==> config.mk <==
export PLATFORM = sky130hd
export DESIGN_NAME = mon_dispatch
export DESIGN_NICKNAME = d
export VERILOG_FILES = /design/src/rtl/mon_dispatch.sv
export SDC_FILE = /design/constraint.sdc
export NUM_CORES = 1
export LEC_CHECK = 0
export BUFFER_PORTS_ARGS = -buffer_cell sky130_fd_sc_hd__clkbuf_2
export CORE_MARGIN = 10
export CORE_UTILIZATION = 54
export CTS_CLUSTER_DIAMETER = 40
export CTS_CLUSTER_SIZE = 40
export DETAILED_ROUTE_END_ITERATION = 10
export PLACE_DENSITY = 0.88
export REMOVE_ABC_BUFFERS = 1
export SLEW_MARGIN = 30
export SYNTH_ARGS = -nofsm -noshare
export SYNTH_HDL_FRONTEND = slang
export SYNTH_SLANG_ARGS = --single-unit
==> constraint.sdc <==
create_clock -name clk -period 2.9 [get_ports clk]
set_input_delay 0.145 -clock clk [delete_from_list [all_inputs] [get_ports clk]]
set_output_delay 0.145 -clock clk [all_outputs]
set_load 0.1 [all_outputs]
==> src/rtl/mon_dispatch.sv <==
// Round-robin dispatcher and in-order collector. It shares NUM_MON golden-model lanes across one DUT
// transaction stream and retires one compare event per transaction, in acceptance order.
module mon_dispatch #(
    parameter int WIDTH   = 32,
    parameter int NUM_MON = 2,
    parameter int TIMEOUT = 64
) (
    input  logic                       clk,
    input  logic                       reset,
    input  logic                       in_valid,
    output logic                       in_ready,
    input  logic [WIDTH-1:0]           in_a,
    input  logic [WIDTH-1:0]           in_b,
    input  logic [WIDTH-1:0]           in_dut_os,
    output logic [NUM_MON-1:0]         lane_valid,
    input  logic [NUM_MON-1:0]         lane_ready,
    output logic [NUM_MON*WIDTH-1:0]   lane_a,
    output logic [NUM_MON*WIDTH-1:0]   lane_b,
    input  logic [NUM_MON-1:0]         lane_res_valid,
    input  logic [NUM_MON*WIDTH-1:0]   lane_res,
    output logic                       o_event_valid,
    output logic                       o_event,
    output logic                       o_event_timeout,
    output logic [WIDTH-1:0]           o_event_exp,
    output logic [WIDTH-1:0]           o_event_got,
    output logic [WIDTH-1:0]           o_txn_count,
    output logic [WIDTH-1:0]           o_err_count,
    output logic                       o_idle
);

    localparam int PW = $clog2(NUM_MON);
    localparam int TW = $clog2(TIMEOUT + 1);

    typedef enum logic [1:0] {
        S_IDLE  = 2'd0,
        S_ISSUE = 2'd1,
        S_WAIT  = 2'd2,
        S_DONE  = 2'd3
    } slot_state_t;

    slot_state_t      st_r    [NUM_MON];
    logic [WIDTH-1:0] a_r     [NUM_MON];
    logic [WIDTH-1:0] b_r     [NUM_MON];
    logic [WIDTH-1:0] dut_r   [NUM_MON];
    logic [WIDTH-1:0] res_r   [NUM_MON];
    logic             to_r    [NUM_MON];
    logic [TW-1:0]    timer_r [NUM_MON];
    logic [PW-1:0]    disp_ptr_r;
    logic [PW-1:0]    ret_ptr_r;
    logic             accept_s;
    logic             retire_s;
    logic             mismatch_s;

    function automatic logic [PW-1:0] next_ptr(input logic [PW-1:0] p);
        return (p == PW'(NUM_MON - 1)) ? '0 : p + PW'(1);
    endfunction

    // in_ready looks only at registered slot state, so a slot freed this edge is reusable next cycle
    assign in_ready   = (st_r[disp_ptr_r] == S_IDLE);
    assign accept_s   = in_valid & in_ready;
    assign retire_s   = (st_r[ret_ptr_r] == S_DONE);
    assign mismatch_s = to_r[ret_ptr_r] | (res_r[ret_ptr_r] != dut_r[ret_ptr_r]);

    // Lane-facing decode of slot state and contents
    always_comb begin
        lane_valid = '0;
        lane_a     = '0;
        lane_b     = '0;
        o_idle     = 1'b1;
        for (int i = 0; i < NUM_MON; i++) begin
            lane_valid[i]              = (st_r[i] == S_ISSUE);
            lane_a[i*WIDTH +: WIDTH]   = a_r[i];
            lane_b[i*WIDTH +: WIDTH]   = b_r[i];
            if (st_r[i] != S_IDLE) begin
                o_idle = 1'b0;
            end else begin
                o_idle = o_idle;
            end
        end
    end

    // Per-slot state machines: capture, issue handshake, response/timeout, retire
    always_ff @(posedge clk or negedge reset) begin
        if (!reset) begin
            for (int i = 0; i < NUM_MON; i++) begin
                st_r[i]    <= S_IDLE;
                a_r[i]     <= '0;
                b_r[i]     <= '0;
                dut_r[i]   <= '0;
                res_r[i]   <= '0;
                to_r[i]    <= 1'b0;
                timer_r[i] <= '0;
            end
        end else begin
            for (int i = 0; i < NUM_MON; i++) begin
                case (st_r[i])
                    S_IDLE: begin
                        if (accept_s && (disp_ptr_r == PW'(i))) begin
                            a_r[i]   <= in_a;
                            b_r[i]   <= in_b;
                            dut_r[i] <= in_dut_os;
                            st_r[i]  <= S_ISSUE;
                        end
                    end
                    S_ISSUE: begin
                        if (lane_ready[i]) begin
                            st_r[i]    <= S_WAIT;
                            timer_r[i] <= '0;
                        end
                    end
                    S_WAIT: begin
                        if (lane_res_valid[i]) begin
                            res_r[i] <= lane_res[i*WIDTH +: WIDTH];
                            to_r[i]  <= 1'b0;
                            st_r[i]  <= S_DONE;
                        end else if (timer_r[i] == TW'(TIMEOUT - 1)) begin
                            res_r[i] <= '0;
                            to_r[i]  <= 1'b1;
                            st_r[i]  <= S_DONE;
                        end else begin
                            timer_r[i] <= timer_r[i] + TW'(1);
                        end
                    end
                    S_DONE: begin
                        if (retire_s && (ret_ptr_r == PW'(i))) begin
                            st_r[i] <= S_IDLE;
                        end
                    end
                    default: st_r[i] <= S_IDLE;
                endcase
            end
        end
    end

    // Dispatch and retire pointers
    always_ff @(posedge clk or negedge reset) begin
        if (!reset) begin
            disp_ptr_r <= '0;
            ret_ptr_r  <= '0;
        end else begin
            if (accept_s) begin
                disp_ptr_r <= next_ptr(disp_ptr_r);
            end
            if (retire_s) begin
                ret_ptr_r <= next_ptr(ret_ptr_r);
            end
        end
    end

    // Event outputs and counters; fields other than the strobe hold between events
    always_ff @(posedge clk or negedge reset) begin
        if (!reset) begin
            o_event_valid   <= 1'b0;
            o_event         <= 1'b0;
            o_event_timeout <= 1'b0;
            o_event_exp     <= '0;
            o_event_got     <= '0;
            o_txn_count     <= '0;
            o_err_count     <= '0;
        end else if (retire_s) begin
            o_event_valid   <= 1'b1;
            o_event         <= mismatch_s;
            o_event_timeout <= to_r[ret_ptr_r];
            o_event_exp     <= res_r[ret_ptr_r];
            o_event_got     <= dut_r[ret_ptr_r];
            o_txn_count     <= o_txn_count + WIDTH'(1);
            if (mismatch_s && (o_err_count != '1)) begin
                o_err_count <= o_err_count + WIDTH'(1);
            end
        end else begin
            o_event_valid <= 1'b0;
        end
    end

endmodule

-- Word level (Yosys, flattened, before mapping)
Cells that the tools add are included.
- register bits: 409
- word-level logic and storage cells: 131
- $add $sub $neg: 6
- magnitude comparators: 2
- equal/unequal tests: 23
- mux-type cells: 48
- bitwise gates (word level): 6
- reductions and logical operators: 23
- operator list (cell ; number):
    $mux W32 ; 10
    $add A32 B1 Y32 const B ; 2
    $mux W7 ; 6
    $mux W2 ; 16
    $ne A32 B32 Y1 ; 1
    $ne A32 B32 Y1 const B ; 1
    $pmux W7 S2 ; 2
    $ne A2 B2 Y1 const B ; 8
    $pmux W2 S4 ; 2
    $reduce_and A4 Y1 ; 4
    $add A7 B1 Y7 const B ; 2
    $eq A7 B6 Y1 const B ; 2
    $mux W1 ; 12
    $reduce_bool A2 Y1 ; 6
    $eq A2 B2 Y1 const B ; 5
    $reduce_and A2 Y1 ; 5
    $logic_not A2 Y1 ; 3
    $ne A3 B3 Y1 const B ; 2
    $logic_and A1 B1 Y1 ; 5
    $eq A2 B1 Y1 const B ; 2
    $ge A2 B2 Y1 const B ; 2
    $ne A2 B1 Y1 const B ; 2
    $not A1 Y2 ; 2
    $add A1 B1 Y1 const B ; 2
    3 further kinds ; 4

-- Longest topological paths before layout
Gate-level depths: netlist of run 1.
- depth in word-level cells: 9
- depth in mapped cells: 9
- gate-level depth less buffers: 8

-- Worst setup path after synthesis of run 1
No wires, ideal clock.
- path kind: register to register
- from: register o_err_count[0]
- to: register o_err_count[1]
- library setup time: 126 ps
- arrival: 2806 ps
- required time: 2774 ps
- path slack: -32 ps
- cell stages (with the launch flop): 9
- buffers on the path: 0
- path through: dfrtp_1 > ha_1 > and3_1 > nand4_1 > or2_0 > nor2_2 > nor2_2 > nand2_1 > mux2_2
- word-level cells in the longest chain between the ends: 3
- elaborated cells between the ends (all ways): 4
- those cells by class: add/sub (1); eq/ne (1); reduce/logical (2)
- ends and longest elaborated chain (item ; RTL line ; source):
    start: declaration ; 27 ; output logic [WIDTH-1:0] o_err_count,
    start signal: assignment ; 168 ; o_err_count <= o_err_count + WIDTH'(1);
    branches (longest 3 deep; another with $add A32 B1 Y32) ; - ;
Several ways; the timed one is not identified.
A chain may end at the register's enable or synchronous reset.

-- Final worst setup path of run 1
- from: register res_r[30] (netlist name)
- to: register o_err_count[1]
- word-level cells in the longest chain between the ends: 7
- ends and longest elaborated chain (item ; RTL line ; source):
    start: declaration ; 45 ; logic [WIDTH-1:0] res_r [NUM_MON];
    start signal: indexed assignment ; 113 ; res_r[i] <= lane_res[i*WIDTH +: WIDTH];
    $mux W32 (implied by the code) (3 in series) ; 62 ; assign mismatch_s = to_r[ret_ptr_r] | (res_r[ret_ptr_r] != dut_r[ret_ptr_r]);
    $ne A32 B32 Y1 ; 62 ;
    $or A1 B1 Y1 ; 62 ;
    $logic_and A1 B1 Y1 ; 167 ; if (mismatch_s && (o_err_count != '1)) begin
    $reduce_and A2 Y1 (no source line) ; - ;
No other way between the ends. The select of a mux whose other input is x is not followed.

==> results.md, run 1 <==
* Clk_skew at 0.0230 ns
* Min cycle time layout at 2.69 ns
* Clock Tree Root: clkbuf_16
* Synth warn at 0
* Post-Route Utilization at around three quarters
* Synth area leader: dfrtp_1
* CTS tree: built
* Depth of the worst hold-timing path at 4
* Clock-pin transition on the worst setup and hold timing paths at 0.06 ns
* Fraction of the cycle the final worst path needs at 92.7%
* Synth area leaders: dfrtp_1 (59%), mux2_2 (13%), xnor2_1 (4.0%), mux2i_1 (3.8%), a22o_1 (3.4%)
* Remaining antenna violation count at 0
* CTS Buf Count at 51
* Multi-input logic area at 6760 um^2
* Fill count at between 1.5k and 2k
* Worst-Margin Slew at about 0.81 ns
* Hold endpoint: timer_r[9]
* RR Endpoint: o_err_count[1]
* Slew HR at 45.8%
* Buffers and inverters on the worst path at 1
* Yosys reg bits at between 400 and 500
* Area of the die at 39600 um^2
* DRT met1 WL at 21.7 mm
* CORE AREA at 31600 um^2
* Setup Crit Path Kind: reg2reg
* Cells on worst reg2reg path at 7
* Post-synth ARST share at 100%
* Pre-antenna DRT Iters at 5
* Crit Path Max Fanout at 14
* Port bufs at 429
* Crit. End Element: register
* Rows at 65
* Post-synth EDFFs at 0
* Reg2reg setup slack at 0.21 ns
* Setup-failing EPs final at 0
* Post-CTS Setup Bufs at 0
* Sink Count at between 400 and 500
* Wire per inst at 24.4 um
* Primary FF master, synth: dfrtp_1
* RSZ-0062 raised after global routing: no
* Initial Util at 54.8%
* Max-cap violation count at 0
* Die Y at 199 um
* Vias in the first global route at 15.4k
* Max layer used: met4
* CTS max path bufs at 3
* Final net count at 2152
* Metal3 WL at about 4.8 mm
* GPL Wtd Cong at 0.907
* Fmax achieved at 0.372 GHz
* Share of cells above drive strength 1 at 38.0%
* Worst-Skew Late Latency at between 0.5 and 0.6 ns
* GRT Resource Usage Total at ~30%
* Die span in x at ~200 um
* Vias at 14.2k
* Worst hold path type: in2reg
* RR Startpoint: res_r[30]
* Met2 wire length at 29.1 mm
* First DRT Iteration DRCs at 1040
* Register area at 10200 um^2
* Largest net degree at the start of global routing at roughly 130
* Seq/Total Area, Yosys at 59.1%
* WP data required at 3.37 ns
* H-tree depth at 2
* Overall routed net length at 59.1 mm
* Area delta synth->final at 35.7%
* Synth cell types at 49
* Via density at 5.85
* Final-report hold violation count at 0
* Overflow after GRT at 0
* CP Launch Type: register
* First-pass GRT wire length at 90.8 mm
* Critical path, cell by cell: xor2_1 > nor4_1 > buf_4 > nand4_1 > a221o_1 > nand2_1 > mux2_2
* Crit-path leading delay family: simple AND/OR/NAND/NOR gates
* Count leader, synth: dfrtp_1
* Final slew viol count at 0
* Post-route DRC at 0
* Top post-synthesis cells by count: dfrtp_1 (409), mux2_2 (196), nand2_1 (125), o21ai_0 (84), xnor2_1 (80)
* Slowest cell on the critical path: a221o_1
* Initial antenna violation count at 6
* Cell Area, Synth at around 17000 um^2
* DPL Wire Length at 36.8 mm
* Mapped Cells at 1368
* Avg Inst Size Synth at 12.7 um^2
* Hold path start: lane_ready[0]
* Share of the synthesized area in the top cell type at 59.1%
* CP max stage delay at 0.63 ns
* CP arrival at ~3.2 ns
* Status: complete, no violations
* Num ports at 430
==> worst register-to-register path, delay by kind of cell, from the launching register on <==
kind	cells	cell delay, ns
buffers and inverters	1	0.20
AND/OR/NAND/NOR	3	0.80
AO/OA/AOI/OAI	1	0.63
flip-flops	1	0.44
XOR/XNOR	1	0.17
multiplexers	1	0.34
==> kinds of logic (layout without fill, tap and decap cells) <==
logic type                 after synthesis  after routing  synth area share (%)
AOI/OAI and AO/OA                      189            189                  7.53
other                                    0              7                     0
muxes                                  261            261                  16.5
and+or+nand+nor                        297            297                  8.61
xor gates and xnor gates               105            105                  5.31
DFF                                    409            409                  59.1
adders and majority gates               12             12                 0.867
buffers and inverters                   95            743                  2.12
==> metal layers <==
layer,vias up,global-route usage [%]
met1,7107,34.1
met3,221,7.74
met5,-,0
met4,0,17.9
met2,785,48.6
li1,6085,-
==> cells in the final DEF, fill, tap and decap left out, types with 19 or more instances in the layout <==
cell type,netlist,layout
o21ai_0,84,84
dfrtp_1,409,408
nand4_1,20,20
mux2_2,196,196
dlygate4sd3_1,0,162
xnor2_1,80,80
mux2i_1,65,65
xor2_1,25,25
clkbuf_16,0,51
clkbuf_2,0,428
nor2_1,19,19
nand2_1,125,124
nand3_1,39,39
inv_1,28,28
a22o_1,67,67
==> state kept, by name, indices dropped and copies added (netlist names) <==
register	count
o_err_count	32
o_event_timeout	1
o_event_exp	32
lane_a	64
st_r	4
o_event_got	32
ret_ptr_r	1
res_r	64
disp_ptr_r	1
o_txn_count	32
o_event	1
to_r	2
timer_r	14
lane_b	64
o_event_valid	1
dut_r	64
==> worst max-delay path by stage <==
| stage | cells past startpoint | endpoint | startpoint | slack [ns] |
|---|---|---|---|---|
| final | 7 | o_err_count[1] | res_r[30] | 0.21 |
| after global routing | 6 | o_err_count[1] | dut_r[53] | 0.04 |
| after CTS | 7 | o_err_count[1] | dut_r[46] | 0.12 |
| after detailed placement | 7 | o_err_count[1] | dut_r[46] | 0.12 |
| after global placement | 7 | o_err_count[1] | dut_r[46] | 0.16 |
| after floorplan | 6 | o_err_count[28] | ret_ptr_r | -3.61 |
==> layout make-up <==
| cell class | count | share of cell area, % |
|---|---|---|
| diodes | 7 | 0.0745 |
| clock buffers | 59 | 5.85 |
| clock inverters | 37 | 1.55 |
| inverters | 28 | 0.447 |
| multi-input cells | 864 | 28.8 |
| flip-flops and latches | 409 | 43.5 |
| well taps | 402 | 2.14 |
| repair buffers | 619 | 17.6 |
==> repair_timing <==
| item | 4_1_cts | 5_1_grt |
|---|---|---|
| hold buffers | 162 | 0 |
| endpoints found under the hold margin | 344 | 0 |
| setup endpoints to repair | 0 | 2 |
| gates resized for setup | 0 | 1 |
==> metrics by stage <==
step | hold slack, ns | setup WS (ns) | TNS, ns | instances | area (um^2)
global route | 0.106 | 0.0435 | 0 | 2423 | 23500
global placement | 0.222 | 0.159 | 0 | 2159 | 20100
CTS | 0.0422 | 0.117 | 0 | 2417 | 23500
detailed placement | 0.228 | 0.125 | 0 | 2159 | 20100
floorplan | -0.151 | -3.61 | -553.85 | 1301 | 17100
finish | 0.0780 | 0.212 | 0 | 2425 | 23500
Power of run 1 is not shown: default switching activity piles up to over one toggle a cycle in this logic, so the estimate is an artifact.
==> inputs of run 2 (changes only) <==
--- a/config.mk
+++ b/config.mk
@@ -12,6 +12,7 @@
 export CTS_CLUSTER_SIZE = 40
 export DETAILED_ROUTE_END_ITERATION = 10
 export PLACE_DENSITY = 0.88
+export RECOVER_POWER = 25
 export REMOVE_ABC_BUFFERS = 1
 export SLEW_MARGIN = 30
 export SYNTH_ARGS = -nofsm -noshare
==> results.md, run 2 (synthesis results as in run 1) <==
* Max-cap violation count at 1 (+1)
* CP Launch Type: register
* Post-route DRC at 0 (unchanged)
* Vias in the first global route at 15.4k (unchanged)
* Final slew viol count at 93 (+93)
* CP max stage delay at 0.64 ns (about the same)
* Setup-failing EPs final at 0 (unchanged)
* Largest net degree at the start of global routing at 134 (unchanged)
* Min cycle time layout at 2.70 ns (+0.00699 ns)
* CORE AREA at 31600 um^2 (unchanged)
* Most common cell after layout, fill and taps aside: clkbuf_2
* H-tree depth at 2 (unchanged)
* Clock Tree Root: clkbuf_16
* Slowest cell on the critical path: a221o_1
* Overall routed net length at 59.1 mm (about the same)
* Rows at 65 (unchanged)
* Area of the die at 39600 um^2 (unchanged)
* Port bufs at 429 (unchanged)
* Worst-Margin Slew at 2.35 ns (+1.54 ns)
* Fill count at 1899 (+0.053%)
* Placed cell count at 2159 (unchanged)
* WP data required at 3.37 ns (about the same)
* GPL Wtd Cong at 0.907 (unchanged)
* Via density at 5.87 (+0.20%)
* Wire per inst at 24.4 um (about the same)
* Post-route setup slack at 0.205 ns (-0.00699 ns)
* Fraction of the cycle the final worst path needs at 92.9% (+0.24 points)
* Area delta synth->final at 35.6% (about the same)
* Worst hold path type: in2reg
* Hold slack final at 0.0775 ns (-0.000580 ns)
* Die Y at 199 um (unchanged)
* CP arrival at 3.16 ns (about the same)
* Clock-pin transition on the worst setup and hold timing paths at 0.06 ns (about the same)
* RSZ-0062 raised after global routing: no
* Initial antenna violation count at 6 (unchanged)
* Critical path, cell by cell: xor2_1 > nor4_1 > buf_4 > nand4_1 > a221o_1 > nand2_1 > mux2_2
* Final-report hold violation count at 0 (unchanged)
* Pre-antenna DRT Iters at 5 (unchanged)
* Failing checks: max-capacitance violations, max-slew violations
* Setup Crit Path Kind: reg2reg
* Die span in x at 199 um (unchanged)
* CTS Buf Count at 51 (unchanged)
* Remaining antenna violation count at 0 (unchanged)
* Final net count at 2152 (unchanged)
* Crit-path leading delay family: simple AND/OR/NAND/NOR gates
* CTS tree: built
* Share of cells above drive strength 1 at 38.0% (-0.050 points)
* Non-Filler Instances at 2426 (+0.041%)
* Fmax achieved at 0.371 GHz (-0.26%)
* Crit. End Element: register
* Setup TNS Final at 0 ns (unchanged)
* Overflow after GRT at 0 (unchanged)
* DPL Wire Length at 36.8 mm (unchanged)
* CTS max path bufs at 3 (unchanged)
* Num ports at 430 (unchanged)
* First-pass GRT wire length at 90.8 mm (unchanged)
* Sink Count at 409 (unchanged)
* Slew HR at -56.8% (-100 points)
* Initial Util at 54.8% (unchanged)
* Most frequent cells in the layout: clkbuf_2 (430), dfrtp_1 (408), mux2_2 (196)
* Worst-Skew Late Latency at 0.58 ns (about the same)
* Buffers and inverters on the worst path at 1 (unchanged)
* GRT Resource Usage Total at 29.5% (unchanged)
* Status: complete, but fails checks
* Dpl ws at 0.125 ns (unchanged)
* Crit Path Max Fanout at 14 (unchanged)
* Clk_skew at 0.0226 ns (-0.000324 ns)
* First DRT Iteration DRCs at 1089 (+4.7%)
* Vias at 14.2k (+0.24%)
[run 2: worst register-to-register path, stage by stage, from the launching register on]
cell,delay [ns]
dfrtp_1,0.44
xor2_1,0.17
nor4_1,0.45
buf_4,0.20
nand4_1,0.13
a221o_1,0.64
nand2_1,0.22
mux2_2,0.34
[run 2: area by class of cell]
type / instances / area, um^2 / share of cell area [%]
clock inverters: 37 / 364 / 1.55
diodes: 8 / 20.0 / 0.0852
inverters: 28 / 105 / 0.447
flip-flops and latches: 409 / 10200 / 43.6
multi-input cells: 864 / 6760 / 28.8
repair buffers: 619 / 4130 / 17.6
well taps: 402 / 503 / 2.14
clock buffers: 59 / 1380 / 5.86
[run 2: worst paths after layout]
path                              endpoint             from  slack, ns  depth (start not counted)
setup / recovery            o_err_count[1]        res_r[30]       0.20                          7
hold / removal                  timer_r[9]    lane_ready[0]       0.08                          4
setup reg to reg            o_err_count[1]        res_r[30]       0.20                          7
hold reg to reg            o_txn_count[31]  o_txn_count[31]       0.47                          1
max in group asynchronous        ret_ptr_r            reset       0.45                          3
min in group asynchronous        lane_b[3]            reset       0.86                          2
[run 2: timing repair]
action                                  4_1_cts  5_1_grt
endpoints found under the setup margin        0        2
hold buffers                                162        0
setup buffers                                 0        0
gates resized for setup                       0        1
hold endpoints to repair                    344        0
[run 2: metal layers]
metal | global-route usage [%] | vias to the layer above | routed length, um
met1 | 34.1 | 7098 | 21700
met4 | 17.9 | 0 | 3600
met2 | 48.6 | 816 | 28900
li1 | - | 6081 | -
met3 | 7.74 | 237 | 4920
met5 | 0 | - | 0
[run 2: metrics by stage]
step	util, %	area (um^2)
finish	74.3	23500
CTS	74.2	23500
floorplan	-	17100
detailed placement	63.5	20100
global route	74.2	23500
global placement	63.5	20100
Power of run 2 is left out for the same reason.
==> inputs of run 3 (changes only) <==
--- a/config.mk
+++ b/config.mk
@@ -7,11 +7,13 @@
 export LEC_CHECK = 0
 export BUFFER_PORTS_ARGS = -buffer_cell sky130_fd_sc_hd__clkbuf_2
 export CORE_MARGIN = 10
-export CORE_UTILIZATION = 54
+export CORE_UTILIZATION = 58
 export CTS_CLUSTER_DIAMETER = 40
 export CTS_CLUSTER_SIZE = 40
 export DETAILED_ROUTE_END_ITERATION = 10
-export PLACE_DENSITY = 0.88
+export GPL_ROUTABILITY_DRIVEN = 0
+export GPL_TIMING_DRIVEN = 0
+export PLACE_DENSITY = 0.93
 export RECOVER_POWER = 25
 export REMOVE_ABC_BUFFERS = 1
 export SLEW_MARGIN = 30
==> constraint.sdc (replaced) <==
create_clock -name clk -period 3.4 [get_ports clk]
set_input_delay 0.17 -clock clk [delete_from_list [all_inputs] [get_ports clk]]
set_output_delay 0.17 -clock clk [all_outputs]
set_load 0.1 [all_outputs]
==> results.md, run 3 (synthesis results as in run 1) <==
* Status: complete, but fails checks
* Failing checks: max-capacitance violations, max-slew violations
* Worst-Skew Late Latency at 0.56 ns (-0.02 ns)
* WP data required at 3.84 ns (+0.47 ns)
* Worst-Margin Slew at 1.80 ns (-0.552 ns)
* First DRT Iteration DRCs at 1129 (+3.7%)
* CP max stage delay at 0.70 ns (+0.06 ns)
* Vias in the first global route at 15.9k (+3.2%)
* Initial antenna violation count at 7 (+1)
* Final net count at 2149 (-0.14%)
* DPL Wire Length at 38.7 mm (+5.3%)
* Pre-antenna DRT Iters at 7 (+2)
* RSZ-0062 raised after global routing: no
* H-tree depth at 2 (unchanged)
* Via density at 6.06 (+3.3%)
* Setup Crit Path Kind: reg2reg
* Port bufs at 429 (unchanged)
* Clock Tree Root: clkbuf_16
* Num ports at 430 (unchanged)
* Overflow after GRT at 0 (unchanged)
* Max-cap violation count at 1 (unchanged)
* Overall routed net length at 63.1 mm (+6.7%)
* Crit. End Element: register
* Clk_skew at 0.0219 ns (-0.000688 ns)
* Setup-failing EPs final at 0 (unchanged)
* Area delta synth->final at 35.6% (about the same)
* Sink Count at 409 (unchanged)
* RR Startpoint: ret_ptr_r
* CP arrival at 3.48 ns (+0.32 ns)
* Critical Path Start: ret_ptr_r
* Vias at 14.6k (+2.6%)
* Slew HR at -19.9% (+37 points)
* Post-route DRC at 0 (unchanged)
* CTS Buf Count at 50 (-2.0%)
* Area of the die at 37200 um^2 (-6.2%)
* Final slew viol count at 71 (-24%)
* Critical path, cell by cell: buf_12 > o21ai_0 > nor4_1 > nand4_1 > a221o_2 > nor3b_1 > mux2_2
* Setup TNS Final at 0 ns (unchanged)
* Die Y at 193 um (-3.2%)
* Remaining antenna violation count at 0 (unchanged)
* Initial Util at 58.6% (+3.8 points)
* Clock-pin transition on the worst setup and hold timing paths at 0.06 ns (about the same)
* CORE AREA at 29600 um^2 (-6.6%)
* Crit Path Max Fanout at 32 (+18)
* CTS tree: built
* Most frequent cells in the layout: clkbuf_2 (430), dfrtp_1 (408), mux2_2 (196)
* CTS max path bufs at 3 (unchanged)
* First-pass GRT wire length at 95.2 mm (+4.9%)
* Final-report hold violation count at 0 (unchanged)
* Share of cells above drive strength 1 at 37.7% (-0.30 points)
* Most common cell after layout, fill and taps aside: clkbuf_2
* Buffers and inverters on the worst path at 1 (unchanged)
* Reg2reg setup slack at 0.35 ns (+0.15 ns)
* Worst hold path type: in2async
* Largest net degree at the start of global routing at 89 (-34%)
* Cells on worst reg2reg path at 7 (unchanged)
* RR Endpoint: o_err_count[28]
* GRT Resource Usage Total at 33.4% (+3.9 points)
* Crit-path leading delay family: compound AO/OA/AOI/OAI gates
* Fmax achieved at 0.328 GHz (-11%)
* Hold slack final at 0.154 ns (+0.0763 ns)
* Slowest cell on the critical path: a221o_2
* Post-Route Utilization at 79.5% (+5.2 points)
* Fraction of the cycle the final worst path needs at 89.6% (-3.4 points)
* CP Launch Type: register
* Die span in x at 193 um (-3.2%)
* Rows at 63 (-3.1%)
* Wire per inst at 26.2 um (+7.5%)
* Min cycle time layout at 3.05 ns (+0.350 ns)
[run 3: worst max path at each step]
stage	to	slack (ns)	cells after the start
floorplan	o_err_count[28]	-3.11	6
global placement	lane_a[39]	-6.52	1
detailed placement	o_err_count[1]	0.37	7
CTS	o_err_count[1]	0.35	7
global route	o_err_count[1]	0.18	7
finish	o_err_count[28]	0.35	7
[run 3: cell type report]
| cell class | count | area, um^2 |
|---|---|---|
| Fill cell | 1549 | 6060 |
| Tap cell | 390 | 488 |
| Multi-Input combinational cell | 864 | 6760 |
| Antenna cell | 7 | 17.5 |
| Clock inverter | 34 | 378 |
| Clock buffer | 59 | 1310 |
| Sequential cell | 409 | 10200 |
| Timing Repair Buffer | 617 | 4210 |
| Inverter | 28 | 105 |
[run 3: what timing repair did]
action	CTS	global route
endpoints found under the hold margin	329	0
hold buffers	162	0
gates resized for setup	0	0
buffers inserted	0	0
[run 3: layer usage]
layer  track usage, %  vias to the layer above  routed length [um]
li1                 -                     6067                   -
met2             57.4                      966               32100
met5                0                        -                  13
met4             19.9                        2                4140
met3             7.55                      287                5080
met1             37.3                     7274               21800
[run 3: metrics by stage]
step                setup slack [ns]  cells  cell area (um^2)
floorplan                      -3.11   1301             17100
global placement               -6.52   2120             19700
detailed placement             0.372   2146             20200
CTS                            0.345   2401             23500
global route                   0.184   2407             23500
finish                         0.355   2408             23500
Power of run 3 is left out for the same reason.
